### src/rtl/uart_rx_ext_if.sv
// Receive-side bundle for uart_rx_ext: serial line in, frame holding register out.
interface uart_rx_ext_if #(
    parameter int unsigned DATA_WIDTH = 8
);
    logic                  rx_data;
    logic [DATA_WIDTH-1:0] rx_byte;
    logic                  rx_valid;
    logic                  rx_ready;
    logic                  rx_busy;
    logic                  parity_err;
    logic                  frame_err;
    logic                  overrun_err;
    logic                  break_det;

    // Receiver: samples the line, presents frames and status
    modport master (
        input  rx_data,
        input  rx_ready,
        output rx_byte,
        output rx_valid,
        output rx_busy,
        output parity_err,
        output frame_err,
        output overrun_err,
        output break_det
    );

    // Line driver and frame consumer
    modport slave (
        output rx_data,
        output rx_ready,
        input  rx_byte,
        input  rx_valid,
        input  rx_busy,
        input  parity_err,
        input  frame_err,
        input  overrun_err,
        input  break_det
    );
endinterface

### src/rtl/uart_rx_ext.sv
// Parametrised UART receiver: oversampled 3-sample majority vote, optional parity,
// 1 or 2 stop bits, parity/framing/overrun/break reporting, valid/ready holding register.
// Legal configuration: DATA_WIDTH 5..9, PARITY 0/1/2, STOP_BITS 1/2, OVERSAMPLE even and >= 8,
// CLK_FREQ >= BAUD_RATE*OVERSAMPLE.
module uart_rx_ext #(
    parameter int unsigned CLK_FREQ   = 50_000_000,
    parameter int unsigned BAUD_RATE  = 115200,
    parameter int unsigned DATA_WIDTH = 8,
    parameter int unsigned PARITY     = 0,
    parameter int unsigned STOP_BITS  = 1,
    parameter int unsigned OVERSAMPLE = 16
) (
    input  logic          clk,
    input  logic          areset,
    uart_rx_ext_if.master bus
);

    localparam int unsigned TICKS_PER_SAMPLE = CLK_FREQ / (BAUD_RATE * OVERSAMPLE);
    localparam int unsigned PRESC_W  = (TICKS_PER_SAMPLE > 1) ? $clog2(TICKS_PER_SAMPLE) : 1;
    localparam int unsigned SCNT_W   = $clog2(OVERSAMPLE);
    localparam int unsigned BCNT_W   = $clog2(DATA_WIDTH);
    localparam int unsigned VOTE_LO  = OVERSAMPLE / 2 - 1;
    localparam int unsigned VOTE_MID = OVERSAMPLE / 2;
    localparam int unsigned VOTE_HI  = OVERSAMPLE / 2 + 1;
    localparam int unsigned BIT_LAST = OVERSAMPLE - 1;

    typedef enum logic [2:0] {
        ST_IDLE,
        ST_START,
        ST_DATA,
        ST_PARITY,
        ST_STOP,
        ST_DONE
    } state_e;

    state_e                state_q, state_d;
    logic [1:0]            sync_q;
    logic                  line_prev_q;
    logic [PRESC_W-1:0]    presc_q, presc_d;
    logic [SCNT_W-1:0]     scnt_q, scnt_d;
    logic [BCNT_W-1:0]     bcnt_q, bcnt_d;
    logic                  stop_cnt_q, stop_cnt_d;
    logic [1:0]            votes_q, votes_d;
    logic [DATA_WIDTH-1:0] shift_q, shift_d;
    logic                  perr_q, perr_d;
    logic                  ferr_q, ferr_d;
    logic                  ones_q, ones_d;
    logic [DATA_WIDTH-1:0] rx_byte_q, rx_byte_d;
    logic                  valid_q, valid_d;
    logic                  perr_out_q, perr_out_d;
    logic                  ferr_out_q, ferr_out_d;
    logic                  busy_q, busy_d;
    logic                  ovr_q, ovr_d;
    logic                  brk_q, brk_d;

    logic                  line_c;
    logic                  fall_c;
    logic                  tick_c;
    logic                  vote_pt_c;
    logic                  bit_end_c;
    logic                  voted_c;
    logic                  par_x_c;

    // Sampling strobes and majority vote (first two samples held in votes_q, third is the live line)
    always_comb begin
        line_c    = sync_q[1];
        fall_c    = line_prev_q & ~line_c;
        tick_c    = (presc_q == PRESC_W'(TICKS_PER_SAMPLE - 1));
        vote_pt_c = tick_c && (scnt_q == SCNT_W'(VOTE_HI));
        bit_end_c = tick_c && (scnt_q == SCNT_W'(BIT_LAST));
        voted_c   = votes_q[1] | (votes_q[0] & line_c);
        par_x_c   = (^shift_q) ^ voted_c;
    end

    // Next-state, counters, frame accumulation and output register updates
    always_comb begin
        state_d    = state_q;
        presc_d    = tick_c ? '0 : presc_q + 1'b1;
        scnt_d     = scnt_q;
        bcnt_d     = bcnt_q;
        stop_cnt_d = stop_cnt_q;
        votes_d    = votes_q;
        shift_d    = shift_q;
        perr_d     = perr_q;
        ferr_d     = ferr_q;
        ones_d     = ones_q;
        rx_byte_d  = rx_byte_q;
        perr_out_d = perr_out_q;
        ferr_out_d = ferr_out_q;
        valid_d    = valid_q && !bus.rx_ready;
        ovr_d      = 1'b0;
        brk_d      = 1'b0;

        if (tick_c) begin
            scnt_d = bit_end_c ? '0 : scnt_q + 1'b1;
            if (scnt_q == SCNT_W'(VOTE_LO)) begin
                votes_d = {1'b0, line_c};
            end else if (scnt_q == SCNT_W'(VOTE_MID)) begin
                votes_d = votes_q + {1'b0, line_c};
            end
        end

        case (state_q)
            ST_IDLE: begin
                // Only a true 1->0 edge starts a frame; a line stuck low never retriggers
                if (fall_c) begin
                    state_d    = ST_START;
                    presc_d    = '0;
                    scnt_d     = '0;
                    bcnt_d     = '0;
                    stop_cnt_d = 1'b0;
                    perr_d     = 1'b0;
                    ferr_d     = 1'b0;
                    ones_d     = 1'b0;
                end
            end
            ST_START: begin
                if (vote_pt_c && voted_c) begin
                    state_d = ST_IDLE;
                end else if (bit_end_c) begin
                    state_d = ST_DATA;
                end
            end
            ST_DATA: begin
                if (vote_pt_c) begin
                    shift_d = {voted_c, shift_q[DATA_WIDTH-1:1]};
                    ones_d  = ones_q | voted_c;
                end
                if (bit_end_c) begin
                    if (bcnt_q == BCNT_W'(DATA_WIDTH - 1)) begin
                        state_d = (PARITY != 0) ? ST_PARITY : ST_STOP;
                    end else begin
                        bcnt_d = bcnt_q + 1'b1;
                    end
                end
            end
            ST_PARITY: begin
                if (vote_pt_c) begin
                    perr_d = (PARITY == 1) ? ~par_x_c : par_x_c;
                    ones_d = ones_q | voted_c;
                end
                if (bit_end_c) begin
                    state_d = ST_STOP;
                end
            end
            ST_STOP: begin
                // Leave at the vote point of the last stop bit so a back-to-back start edge is seen
                if (vote_pt_c) begin
                    ferr_d = ferr_q | ~voted_c;
                    ones_d = ones_q | voted_c;
                    if (stop_cnt_q == 1'(STOP_BITS - 1)) begin
                        if (!(ones_q || voted_c)) begin
                            brk_d   = 1'b1;
                            state_d = ST_IDLE;
                        end else begin
                            state_d = ST_DONE;
                        end
                    end
                end else if (bit_end_c) begin
                    stop_cnt_d = 1'b1;
                end
            end
            ST_DONE: begin
                state_d = ST_IDLE;
                if (!valid_q || bus.rx_ready) begin
                    rx_byte_d  = shift_q;
                    perr_out_d = perr_q;
                    ferr_out_d = ferr_q;
                    valid_d    = 1'b1;
                end else begin
                    ovr_d = 1'b1;
                end
            end
            default: begin
                state_d = ST_IDLE;
            end
        endcase

        busy_d = (state_d != ST_IDLE);
    end

    // State, datapath and output registers with synchronous reset
    always_ff @(posedge clk) begin
        if (areset) begin
            state_q     <= ST_IDLE;
            sync_q      <= 2'b11;
            line_prev_q <= 1'b1;
            presc_q     <= '0;
            scnt_q      <= '0;
            bcnt_q      <= '0;
            stop_cnt_q  <= 1'b0;
            votes_q     <= '0;
            shift_q     <= '0;
            perr_q      <= 1'b0;
            ferr_q      <= 1'b0;
            ones_q      <= 1'b0;
            rx_byte_q   <= '0;
            valid_q     <= 1'b0;
            perr_out_q  <= 1'b0;
            ferr_out_q  <= 1'b0;
            busy_q      <= 1'b0;
            ovr_q       <= 1'b0;
            brk_q       <= 1'b0;
        end else begin
            state_q     <= state_d;
            sync_q      <= {sync_q[0], bus.rx_data};
            line_prev_q <= line_c;
            presc_q     <= presc_d;
            scnt_q      <= scnt_d;
            bcnt_q      <= bcnt_d;
            stop_cnt_q  <= stop_cnt_d;
            votes_q     <= votes_d;
            shift_q     <= shift_d;
            perr_q      <= perr_d;
            ferr_q      <= ferr_d;
            ones_q      <= ones_d;
            rx_byte_q   <= rx_byte_d;
            valid_q     <= valid_d;
            perr_out_q  <= perr_out_d;
            ferr_out_q  <= ferr_out_d;
            busy_q      <= busy_d;
            ovr_q       <= ovr_d;
            brk_q       <= brk_d;
        end
    end

    assign bus.rx_byte     = rx_byte_q;
    assign bus.rx_valid    = valid_q;
    assign bus.rx_busy     = busy_q;
    assign bus.parity_err  = perr_out_q;
    assign bus.frame_err   = ferr_out_q;
    assign bus.overrun_err = ovr_q;
    assign bus.break_det   = brk_q;

endmodule

### src/flat_wrapper.sv
// flat-port wrapper written by rule: the top's interface ports become plain ports
module uart_rx_ext_flat 
#(
    parameter int unsigned CLK_FREQ   = 50_000_000,
    parameter int unsigned BAUD_RATE  = 115200,
    parameter int unsigned DATA_WIDTH = 8,
    parameter int unsigned PARITY     = 0,
    parameter int unsigned STOP_BITS  = 1,
    parameter int unsigned OVERSAMPLE = 16
)
  (clk, areset, bus_rx_data, bus_rx_ready, bus_rx_byte, bus_rx_valid, bus_rx_busy, bus_parity_err, bus_frame_err, bus_overrun_err, bus_break_det);
  uart_rx_ext_if #(.DATA_WIDTH(DATA_WIDTH)) bus_i ();
  input  logic clk;
  input  logic areset;
  input wire logic [$bits(bus_i.rx_data)-1:0] bus_rx_data;
  input wire logic [$bits(bus_i.rx_ready)-1:0] bus_rx_ready;
  output wire logic [$bits(bus_i.rx_byte)-1:0] bus_rx_byte;
  output wire logic [$bits(bus_i.rx_valid)-1:0] bus_rx_valid;
  output wire logic [$bits(bus_i.rx_busy)-1:0] bus_rx_busy;
  output wire logic [$bits(bus_i.parity_err)-1:0] bus_parity_err;
  output wire logic [$bits(bus_i.frame_err)-1:0] bus_frame_err;
  output wire logic [$bits(bus_i.overrun_err)-1:0] bus_overrun_err;
  output wire logic [$bits(bus_i.break_det)-1:0] bus_break_det;
  assign bus_i.rx_data = bus_rx_data;
  assign bus_i.rx_ready = bus_rx_ready;
  assign bus_rx_byte = bus_i.rx_byte;
  assign bus_rx_valid = bus_i.rx_valid;
  assign bus_rx_busy = bus_i.rx_busy;
  assign bus_parity_err = bus_i.parity_err;
  assign bus_frame_err = bus_i.frame_err;
  assign bus_overrun_err = bus_i.overrun_err;
  assign bus_break_det = bus_i.break_det;
  uart_rx_ext #(.CLK_FREQ(CLK_FREQ), .BAUD_RATE(BAUD_RATE), .DATA_WIDTH(DATA_WIDTH), .PARITY(PARITY), .STOP_BITS(STOP_BITS), .OVERSAMPLE(OVERSAMPLE)) u_core (.clk(clk), .areset(areset), .bus(bus_i));
endmodule
### config.mk
export PLATFORM = sky130hd
export DESIGN_NAME = uart_rx_ext_flat
export DESIGN_NICKNAME = d
export VERILOG_FILES = /design/src/rtl/uart_rx_ext_if.sv /design/src/rtl/uart_rx_ext.sv /design/src/flat_wrapper.sv
export SDC_FILE = /design/constraint.sdc
export NUM_CORES = 1
export LEC_CHECK = 0
export ABC_AREA = 1
export BUFFER_PORTS_ARGS = -buffer_cell sky130_fd_sc_hd__buf_2
export CAP_MARGIN = 0
export CORE_MARGIN = 10
export CORE_UTILIZATION = 35
export DETAILED_ROUTE_END_ITERATION = 7
export SLEW_MARGIN = 20
export SYNTH_ARGS = -nofsm -noshare
export SYNTH_HDL_FRONTEND = slang
export SYNTH_SLANG_ARGS = --single-unit
### constraint.sdc
create_clock -name clk -period 1.9 [get_ports clk]
set_clock_uncertainty 0.15 [all_clocks]
set_input_delay 0.095 -clock clk [delete_from_list [all_inputs] [get_ports clk]]
set_output_delay 0.095 -clock clk [all_outputs]
set_load 0.05 [all_outputs]
==> results of run 1 <==
-- power by group --
group	switching, mW	leakage [nW]	total, mW	internal, mW
sequential	0.00878	0.372	0.986	0.977
combinational	0.0494	0.767	0.0759	0.0265
clock	0.330	0.0452	0.590	0.260
total	0.388	1.18	1.65	1.26
-- state kept, by name, summed over array words and instances (netlist names), 2 cells and up --
signal              count
u_core.votes_q          2
u_core.scnt_q           4
u_core.shift_q          8
u_core.presc_q          5
u_core.bcnt_q           3
u_core.bus.rx_byte      8
u_core.state_q          3
u_core.sync_q           2
-- cell families after synthesis --
| family | count (synthesis) | synth area share [%] |
|---|---|---|
| compound gates | 59 | 14.6 |
| xor+xnor | 5 | 1.98 |
| fa+ha+maj | 9 | 5.08 |
| buf+inv | 52 | 9.48 |
| flops | 46 | 41.5 |
| simple gates | 124 | 27.3 |
-- final cells by class --
type	count	area (um^2)
Timing Repair Buffer	20	113
Fill cell	629	3540
Multi-Input combinational cell	197	1090
Tap cell	75	93.8
Clock inverter	2	13.8
Sequential cell	46	921
Inverter	47	179
Clock buffer	6	72.6
-- synth_stat cells (2+ instances only) --
library cell	count	share of area, %
nand2_4	2	1.0
a211oi_1	3	1.0
nor2_4	2	1.0
o21ai_1	6	1.4
inv_2	4	0.68
nor2_1	25	4.2
nor3_1	6	1.4
dfxtp_1	46	42
inv_1	41	6.9
nor3_2	2	0.90
clkinv_2	2	0.45
nand2_1	59	10
o21ai_0	19	4.3
nor2_2	2	0.56
nand3_1	15	3.4
xnor2_1	2	0.79
xor2_1	3	1.2
nand4_2	2	1.1
a21oi_2	3	1.2
or2_2	2	0.56
a21oi_1	26	5.9
nand2_2	2	0.56
ha_1	9	5.1
-- worst paths after layout --
check	startpoint	to	slack, ns	depth (start not counted)
worst max-delay path	u_core.presc_q[0]	u_core.shift_q[5]	0.21	7
worst min-delay path	areset	u_core.bcnt_q[1]	0.03	3
worst max register to register	u_core.presc_q[0]	u_core.shift_q[5]	0.21	7
worst min register to register	u_core.sync_q[0]	u_core.sync_q[1]	0.27	1
-- critical path, delay by kind of cell, from the launching register on --
kind	cells	cell delay, ns
flip-flops	1	0.34
AND/OR/NAND/NOR	3	0.59
buffers and inverters	1	0.06
AO/OA/AOI/OAI	2	0.23
adder cells (fa/ha/maj)	1	0.19
-- layer usage --
layer / up-vias / track usage [%] / part of all wire, %
li1: 988 / - / -
met1: 801 / 11.0 / 51
met2: 27 / 14.0 / 43
met3: 4 / 3.11 / 5.1
met4: 0 / 2.32 / 0.93
met5: - / 0 / 0
-- repair_timing --
action	in CTS	in global routing
endpoints found under the hold margin	3	0
hold buffers	2	0
endpoints found under the setup margin	0	3
resized for setup	0	2
-- metrics by stage --
| stage | hold WS (ns) | std cells | power [mW] | instance area (um^2) | worst slack, ns |
|---|---|---|---|---|---|
| finish | 0.0267 | 393 | 1.65 | 2490 | 0.214 |
| global route | 0.0332 | 393 | 1.72 | 2490 | 0.0162 |
| CTS | 0.0194 | 393 | 1.68 | 2480 | 0.157 |
| detailed placement | 0.133 | 383 | 1.08 | 2370 | 0.176 |
| global placement | 0.136 | 383 | 1.08 | 2370 | 0.137 |
| floorplan | 0.0488 | 295 | 1.06 | 2220 | 0.315 |
==> qor.csv, run 1 <==
metric,value,unit
status,"complete, no violations",
hold_violations,0,
placementRows,28,
tns,0,ns
yosysSeqAreaShare,41.5,%
rsz0062_at_grt,no,
max_freq,593,MHz
layout.nets,330,
max_cap_violations,0,
worstSetupEndpointType,flop,
ys.flop_type,dfxtp_1,
grt_pass1_vias,1688,
syn_avg_cell_area,7.52,um^2
grt_max_degree,22,
clk_pin_slew,0.09,ns
die_area,0.00992,mm^2
start_util,36.8,%
final_common_cell,nand2_1,
clock_sinks,46,
firstDrtPassIters,4,
worst-endpoint-arrival,1.71,ns
period_share,88.7,%
antenna_found_initial,0,
cts_setup_buffers,0,
grt_pass1_wl,7.45,mm
drt_drc_violations_left,0,
max_stage_delay,0.34,ns
crit_type,flop to flop,
yosys.cell_types.count,35,
io_buffers,17,
die_h,99.6,um
synth_edf_count,0,
wl,4.32,mm
hp-class,primary input to flop,
final_util,41.3,%
synthToLayoutAreaGrowth,12.1,%
wire_per_inst,11.0,um
core_area,0.00603,mm^2
drtIter0Drc,142,
slew_violations,0,
final_cell_mix,"59 x nand2_1, 46 x dfxtp_1, 41 x inv_1",
fin_crit,1.69,ns
cts_buffers,5,
ys.warnings.count,0,
overflow,0,
setup.worst_path.start_class,flop,
slowest_stage,dfxtp_1,
setup_viol,0,
critical_path.max_fanout,16,
gr-usage-all-layers,8.83,%
syn_area,0.00222,mm^2
synth_seq_cells,46,
syn_nets,308,
clk_latency,0.30,ns
cp.required,1.93,ns
p_per_area,664,mW/mm^2
worst_pin_slew,0.570,ns
vias,1820,
die_w,99.6,um
dp_hpwl,3.24,mm
path_cells,"inv_1, ha_1, nand4_2, nor3_2, nand2_4, o21ai_0, a21oi_1",
io_pins,18,
async_flop_share,0,%
peakVddDrop,0.371,mV
max_slew_margin,62.0,%
drive_above_1_share,16.4,%
synth_cells,295,
cts_root_buffer,clkbuf_8,
ant_nets,0,
viasPerCell,4.63,
cts_tree,yes,
htreeDepth,2,
p_leak,1.18,nW
cts_max_path_buffers,2,
antenna_cells,0,
gp_congestion,0.860,
Note: power is estimated with default switching activity, not from simulation.
==> inputs of run 2 (changes only) <==
CORE_ASPECT_RATIO = 0.7   (was default)
PLACE_DENSITY_LB_ADDON = 0.15   (was default)
SKIP_LAST_GASP = 1   (was default)
==> run 2 against run 1 <==
  * Count of clock-buffer cells in the layout is 1 higher
  * Largest cell class unchanged
  * Critical path type unchanged
  * Flip-flop and latch count unchanged
  * Cell area increased by 0.35%
  * Non-clock buffer count stayed put
  * Sequential share of layout area fell by 0.13 points
  * Critical endpoint is now u_core.bus.rx_busy
  * Critical path depth increased by 2
  * Hold slack better by 0.023 ns
  * Via count down 1.3%
  * Utilization fell by 0.93 points
  * Register-to-register slack worse by 0.04 ns
  * Fmax decreased by 2.2%
==> qor.csv, run 2 (same netlist as run 1, synthesis figures left out) <==
metric,value,unit,change
status,"complete, no violations",,
grt_max_degree,22,,unchanged
final_common_cell,nand2_1,,
synthToLayoutAreaGrowth,12.5,%,
combPwrFrac,4.7,%,about the same
io_pins,18,,unchanged
vias,1797,,-1.3%
cp.required,1.92,ns,about the same
final_cell_mix,"59 x nand2_1, 46 x dfxtp_1, 41 x inv_1",,
peakVddDrop,0.346,mV,-6.8%
p_int,1.30,mW,+2.7%
clkPwrFrac,37.0,%,+1.3 points
dp_hpwl,3.47,mm,+7.2%
clock_sinks,46,,unchanged
layout.nets,330,,unchanged
viasPerCell,4.54,,-2.0%
max_slew_margin,57.6,%,-4.4 points
gp_congestion,0.815,,-5.3%
drtIter0Drc,108,,-24%
htreeDepth,2,,unchanged
core_area,0.00619,mm^2,+2.7%
grt_pass1_vias,1546,,-8.4%
power.switching,0.395,mW,+1.7%
wl,4.70,mm,+8.9%
io_buffers,17,,unchanged
overflow,0,,unchanged
post-place-ws,0.155,ns,-0.0207 ns
p_per_area,678,mW/mm^2,+2.1%
antenna_cells,0,,unchanged
clk_pin_slew,0.09,ns,about the same
max_cap_violations,0,,unchanged
critical_path.max_fanout,5,,-11
die_area,0.00997,mm^2,+0.51%
worst_pin_slew,0.635,ns,+0.0653 ns
postLayoutCellArea,0.00249,mm^2,+0.35%
hold-worst-slack,0.0497,ns,+0.0229 ns
die_w,115,um,+16%
ant_nets,0,,unchanged
wire_per_inst,11.9,um,+8.1%
worst-endpoint-arrival,1.75,ns,+0.04 ns
hold_violations,0,,unchanged
sw_frac_of_total,23.3,%,-0.17 points
tns,0,ns,unchanged
firstDrtPassIters,5,,+1
start_util,35.8,%,-0.95 points
slew_violations,0,,unchanged
cts_buffers,5,,unchanged
p_leak,1.19,nW,+0.26%
placementRows,24,,-14%
setup_viol,0,,unchanged
crit_type,flop to flop,,
hp-class,primary input to flop,,
rsz0062_at_grt,no,,
place_area,0.00238,mm^2,+0.16%
drive_above_1_share,16.4,%,unchanged
drt_drc_violations_left,0,,unchanged
gr-usage-all-layers,9.68,%,+0.85 points
die_h,86.6,um,-13%
clk_latency,0.29,ns,about the same
max_freq,580,MHz,-2.2%
pwr-share-seq,58.3,%,-1.4 points
cts_max_path_buffers,2,,unchanged
layout_setup_ws,0.176,ns,-0.0381 ns
cts_setup_buffers,0,,unchanged
final_util,40.3,%,-0.93 points
setup.worst_path.start_class,flop,,
worstSetupEndpointType,flop,,
cts_root_buffer,clkbuf_8,,
antenna_found_initial,0,,unchanged
period_share,90.7,%,+2.0 points
cts_tree,yes,,
grt_pass1_wl,7.89,mm,+5.9%
fin_crit,1.72,ns,+0.0381 ns
[run 2: cell types whose count changed in the layout (fill, tap and decap cells not counted), sizes merged]
cell,before,now
clkbuf,6,7
clkinv,4,3
[run 2: worst paths after layout]
kind                            cells after the start  slack [ns]         startpoint            endpoint
worst max-delay path                                9        0.18  u_core.votes_q[0]  u_core.bus.rx_busy
worst min-delay path                                3        0.05             areset    u_core.bcnt_q[2]
worst max register to register                      9        0.18  u_core.votes_q[0]  u_core.bus.rx_busy
worst min register to register                      1        0.27   u_core.sync_q[0]    u_core.sync_q[1]
[run 2: timing repair]
item	CTS	global route
hold buffers	2	0
setup endpoints to repair	0	3
gates resized for setup	0	2
endpoints found under the hold margin	3	0
[run 2: critical path, cell delays in order (launching register included)]
cell and delay, ns:
dfxtp_1 0.33, ha_1 0.19, inv_1 0.05, ha_2 0.23, nand3_1 0.14, o21ai_0 0.12
nand3b_1 0.13, nand3_1 0.08, nand2_1 0.08, nand3_1 0.10
[run 2: power by group through the flow]
stage	Clock, mW	Combinational, mW	Sequential [mW]
global route	0.683	0.0909	0.988
global placement	0	0.0772	1.01
detailed placement	0	0.0762	1.01
CTS	0.649	0.0798	0.986
floorplan	0	0.0513	1.01
finish	0.627	0.0798	0.986
[run 2: per-layer routing]
metal	GRT usage, %	wire length [um]	vias to the layer above
met5	0	0	-
met4	2.02	27	0
met3	3.38	292	4
met2	10.9	1580	39
met1	15.9	2800	763
li1	-	-	991
[run 2: stage by stage]
| stage | instances | total power, mW |
|---|---|---|
| floorplan | 295 | 1.06 |
| global placement | 386 | 1.09 |
| detailed placement | 386 | 1.08 |
| CTS | 396 | 1.71 |
| global route | 396 | 1.76 |
| finish | 396 | 1.69 |
[run 2: final cells by class]
type / count / area [um^2]
inverter: 47 / 179
clock inverter: 1 / 5.00
tap: 78 / 97.6
clock buffer: 7 / 86.3
timing repair buffer: 20 / 113
multi-input combinational: 197 / 1090
sequential: 46 / 921
fill: 625 / 3690
==> inputs of run 3 (changes only) <==
ABC_AREA = default   (was 1)
GPL_TIMING_DRIVEN = 0   (was default)
==> run 3 against run 2 <==
  * The run now ends with negative setup slack left
  * Worst setup slack lost 0.25 ns
  * Synthesized cell count shrank 25%
  * Sequential power grew 0.4%
  * Area after synthesis shrank 9.4%
  * Cell area grew 0.50%
  * Largest power group unchanged
==> qor.csv, run 3 <==
metric,value,unit,change
layout_setup_ws,-0.0698,ns,-0.246 ns
core_area,0.00540,mm^2,-13%
ys.warnings.count,0,,unchanged
antenna_cells,0,,unchanged
synth_edf_count,0,,unchanged
synthToLayoutAreaGrowth,24.8,%,
yosys-mux-area-fraction,6.04,%,+6.0 points
async_flop_share,0,%,unchanged
gp_congestion,0.778,,-4.6%
dp_hpwl,3.10,mm,-11%
grt_pass1_vias,1417,,-8.3%
die_area,0.00922,mm^2,-7.5%
drt_drc_violations_left,0,,unchanged
ant_nets,0,,unchanged
pwr-share-seq,58.2,%,about the same
cts_max_path_buffers,2,,unchanged
crit_type,flop to flop,,
cts_buffers,5,,unchanged
hp-class,flop to flop,,
grt_pass1_wl,7.22,mm,-8.5%
fill_cells,545,,-13%
violations,negative setup slack,,
synth-simple-area-share,25.2,%,-2.2 points
die_h,83.4,um,-3.7%
syn_area,0.00201,mm^2,-9.4%
die_w,111,um,-4.0%
postLayoutCellArea,0.00251,mm^2,+0.50%
post-place-ws,-0.178,ns,-0.333 ns
period_share,104,%,+13 points
antenna_found_initial,0,,unchanged
synthXorXnorAreaFrac,5.48,%,+3.5 points
firstDrtPassIters,4,,-1
max_cap_violations,0,,unchanged
finalPower,1.70,mW,+0.59%
max_freq,508,MHz,-12%
gr-usage-all-layers,9.26,%,-0.41 points
overflow,0,,unchanged
worst_pin_slew,0.703,ns,+0.0680 ns
drtIter0Drc,67,,-38%
viasPerCell,4.81,,+6.1%
clk_latency,0.30,ns,about the same
vias,1598,,-11%
grt_max_degree,17,,-23%
ys_top_cells_by_count,"46 x dfxtp_1, 31 x nor2_1, 24 x nand2_1, 19 x a21oi_1, 11 x mux2i_1",,
rsz0062_at_grt,yes,,
yosys-top-cells-area,"dfxtp_1 46%, nor2_1 5.8%, ha_1 5.6%",,
final_cell_mix,"42 x dfxtp_1, 30 x nor2_1, 24 x nand2_1",,
setup.worst_path.start_class,flop,,
cts_root_buffer,clkbuf_8,,
p_int,1.28,mW,-1.6%
drive_above_1_share,26.9,%,+11 points
yosysMostFrequentCell,dfxtp_1,,
critical_path.max_fanout,5,,unchanged
place_area,0.00221,mm^2,-6.9%
synth_top_area_share,45.8,%,+4.3 points
peakVddDrop,0.239,mV,-31%
slew_violations,0,,unchanged
placementRows,22,,-8.3%
clock_sinks,46,,unchanged
final_common_cell,dfxtp_1,,
clkPwrFrac,36.3,%,-0.7 points
fin_crit,1.97,ns,+0.246 ns
status,"complete, but fails checks",,
synth-adder-area-share,5.60,%,+0.52 points
wire_per_inst,13.3,um,+12%
yosys.cell_types.count,42,,+20%
setup_viol,2,,+2
worstSetupEndpointType,flop,,
layout.nets,272,,-18%
cp.required,1.94,ns,+0.02 ns
p_per_area,679,mW/mm^2,about the same
synth_cells,221,,-25%
clk_pin_slew,0.09,ns,about the same
combPwrFrac,5.6,%,+0.9 points
syn_avg_cell_area,9.09,um^2,+21%
hold_violations,0,,unchanged
power.switching,0.425,mW,+7.7%
worst-endpoint-arrival,2.01,ns,+0.26 ns
yosysSeqAreaShare,45.8,%,+4.3 points
synth-compound-area-share,8.41,%,-6.2 points
syn_nets,234,,-24%
cts_tree,yes,,
io_pins,18,,unchanged
ys.flop_type,dfxtp_1,,
synth_top_area_cell,dfxtp_1,,
htreeDepth,2,,unchanged
p_leak,1.00,nW,-15%
sw_frac_of_total,25.0,%,+1.6 points
start_util,37.2,%,+1.4 points
synth_seq_cells,46,,unchanged
synth_top_family_by_area,simple AND/OR/NAND/NOR gates,,
max_slew_margin,53.0,%,-4.6 points
io_buffers,17,,unchanged
wl,4.40,mm,-6.4%
==> run 3: changes by cell type after synthesis, sizes merged, moves of 6 or more <==
cell / delta
nand3: -6
mux2i: +11
a21oi: -10
nand2: -39
inv: -37
o21ai: -23
==> run 3: stage by stage <==
stage                     hold WS, ns  std cells  TNS [ns]  utilization, %
after floorplan                0.0295        221         0               -
after global placement          0.129        310    -0.773            41.0
after detailed placement        0.130        310    -0.820            41.0
after CTS                       0.256        323   -0.0898            44.0
after global routing            0.286        332    -0.770            46.5
final                           0.255        332    -0.122            46.5
==> run 3: what timing repair did <==
| action | 4_1_cts | 5_1_grt |
|---|---|---|
| endpoints found under the setup margin | 14 | 20 |
| pin swaps | 3 | 4 |
| hold buffers | 3 | 0 |
| setup buffers | 2 | 10 |
| hold endpoints to repair | 4 | 0 |
| resized for setup | 5 | 16 |
==> run 3: final timing paths <==
check | endpoint | cells after the start | slack [ns] | from
max | u_core.bus.rx_busy | 7 | -0.07 | u_core.sync_q[1]
min | u_core.sync_q[1] | 1 | 0.25 | u_core.sync_q[0]
max reg2reg | u_core.bus.rx_busy | 7 | -0.07 | u_core.sync_q[1]
min reg2reg | u_core.sync_q[1] | 1 | 0.25 | u_core.sync_q[0]
==> run 3: routing by layer <==
layer  wire, um  global-route usage, %  up-vias
li1           -                      -      836
met1       2430                   13.7      729
met2       1720                   12.0       26
met3        201                   2.95        7
met4         48                   2.93        0
met5          0                      0        -
==> run 3: final cells by class <==
type | instances | area [um^2] | share of cell area [%]
Buffer | 6 | 37.5 | 1.50
Inverter | 8 | 30.0 | 1.20
Multi-Input combinational cell | 160 | 1120 | 44.7
Tap cell | 72 | 90.1 | 3.59
Sequential cell | 46 | 928 | 37.0
Clock inverter | 3 | 23.8 | 0.948
Clock buffer | 5 | 68.8 | 2.74
Timing Repair Buffer | 32 | 209 | 8.33
==> run 3: worst max-delay path, cell delays in order (launching register included) <==
cell and delay, ns:
dfxtp_4 0.39, ha_4 0.13, inv_2 0.04, ha_4 0.17, or4_4 0.47, o211ai_2 0.08
a31oi_2 0.11, or3_1 0.31
==> run 3: cell families (layout without fill, tap and decap cells) <==
group / Yosys count / count (layout)
mux: 12 / 12
fa+ha+maj: 9 / 9
simple gates: 99 / 99
buf+inv: 15 / 54
flops: 46 / 46
compound gates: 29 / 29
xor+xnor: 11 / 11
==> run 3: power groups by stage <==
stage                     Sequential [mW]  Clock (mW)  Combinational, mW
after floorplan                      1.02           0             0.0452
final                               0.990       0.617             0.0951
after CTS                           0.989       0.636             0.0830
after detailed placement             1.01           0             0.0760
after global placement               1.01           0             0.0757
after global routing                0.993       0.689              0.105
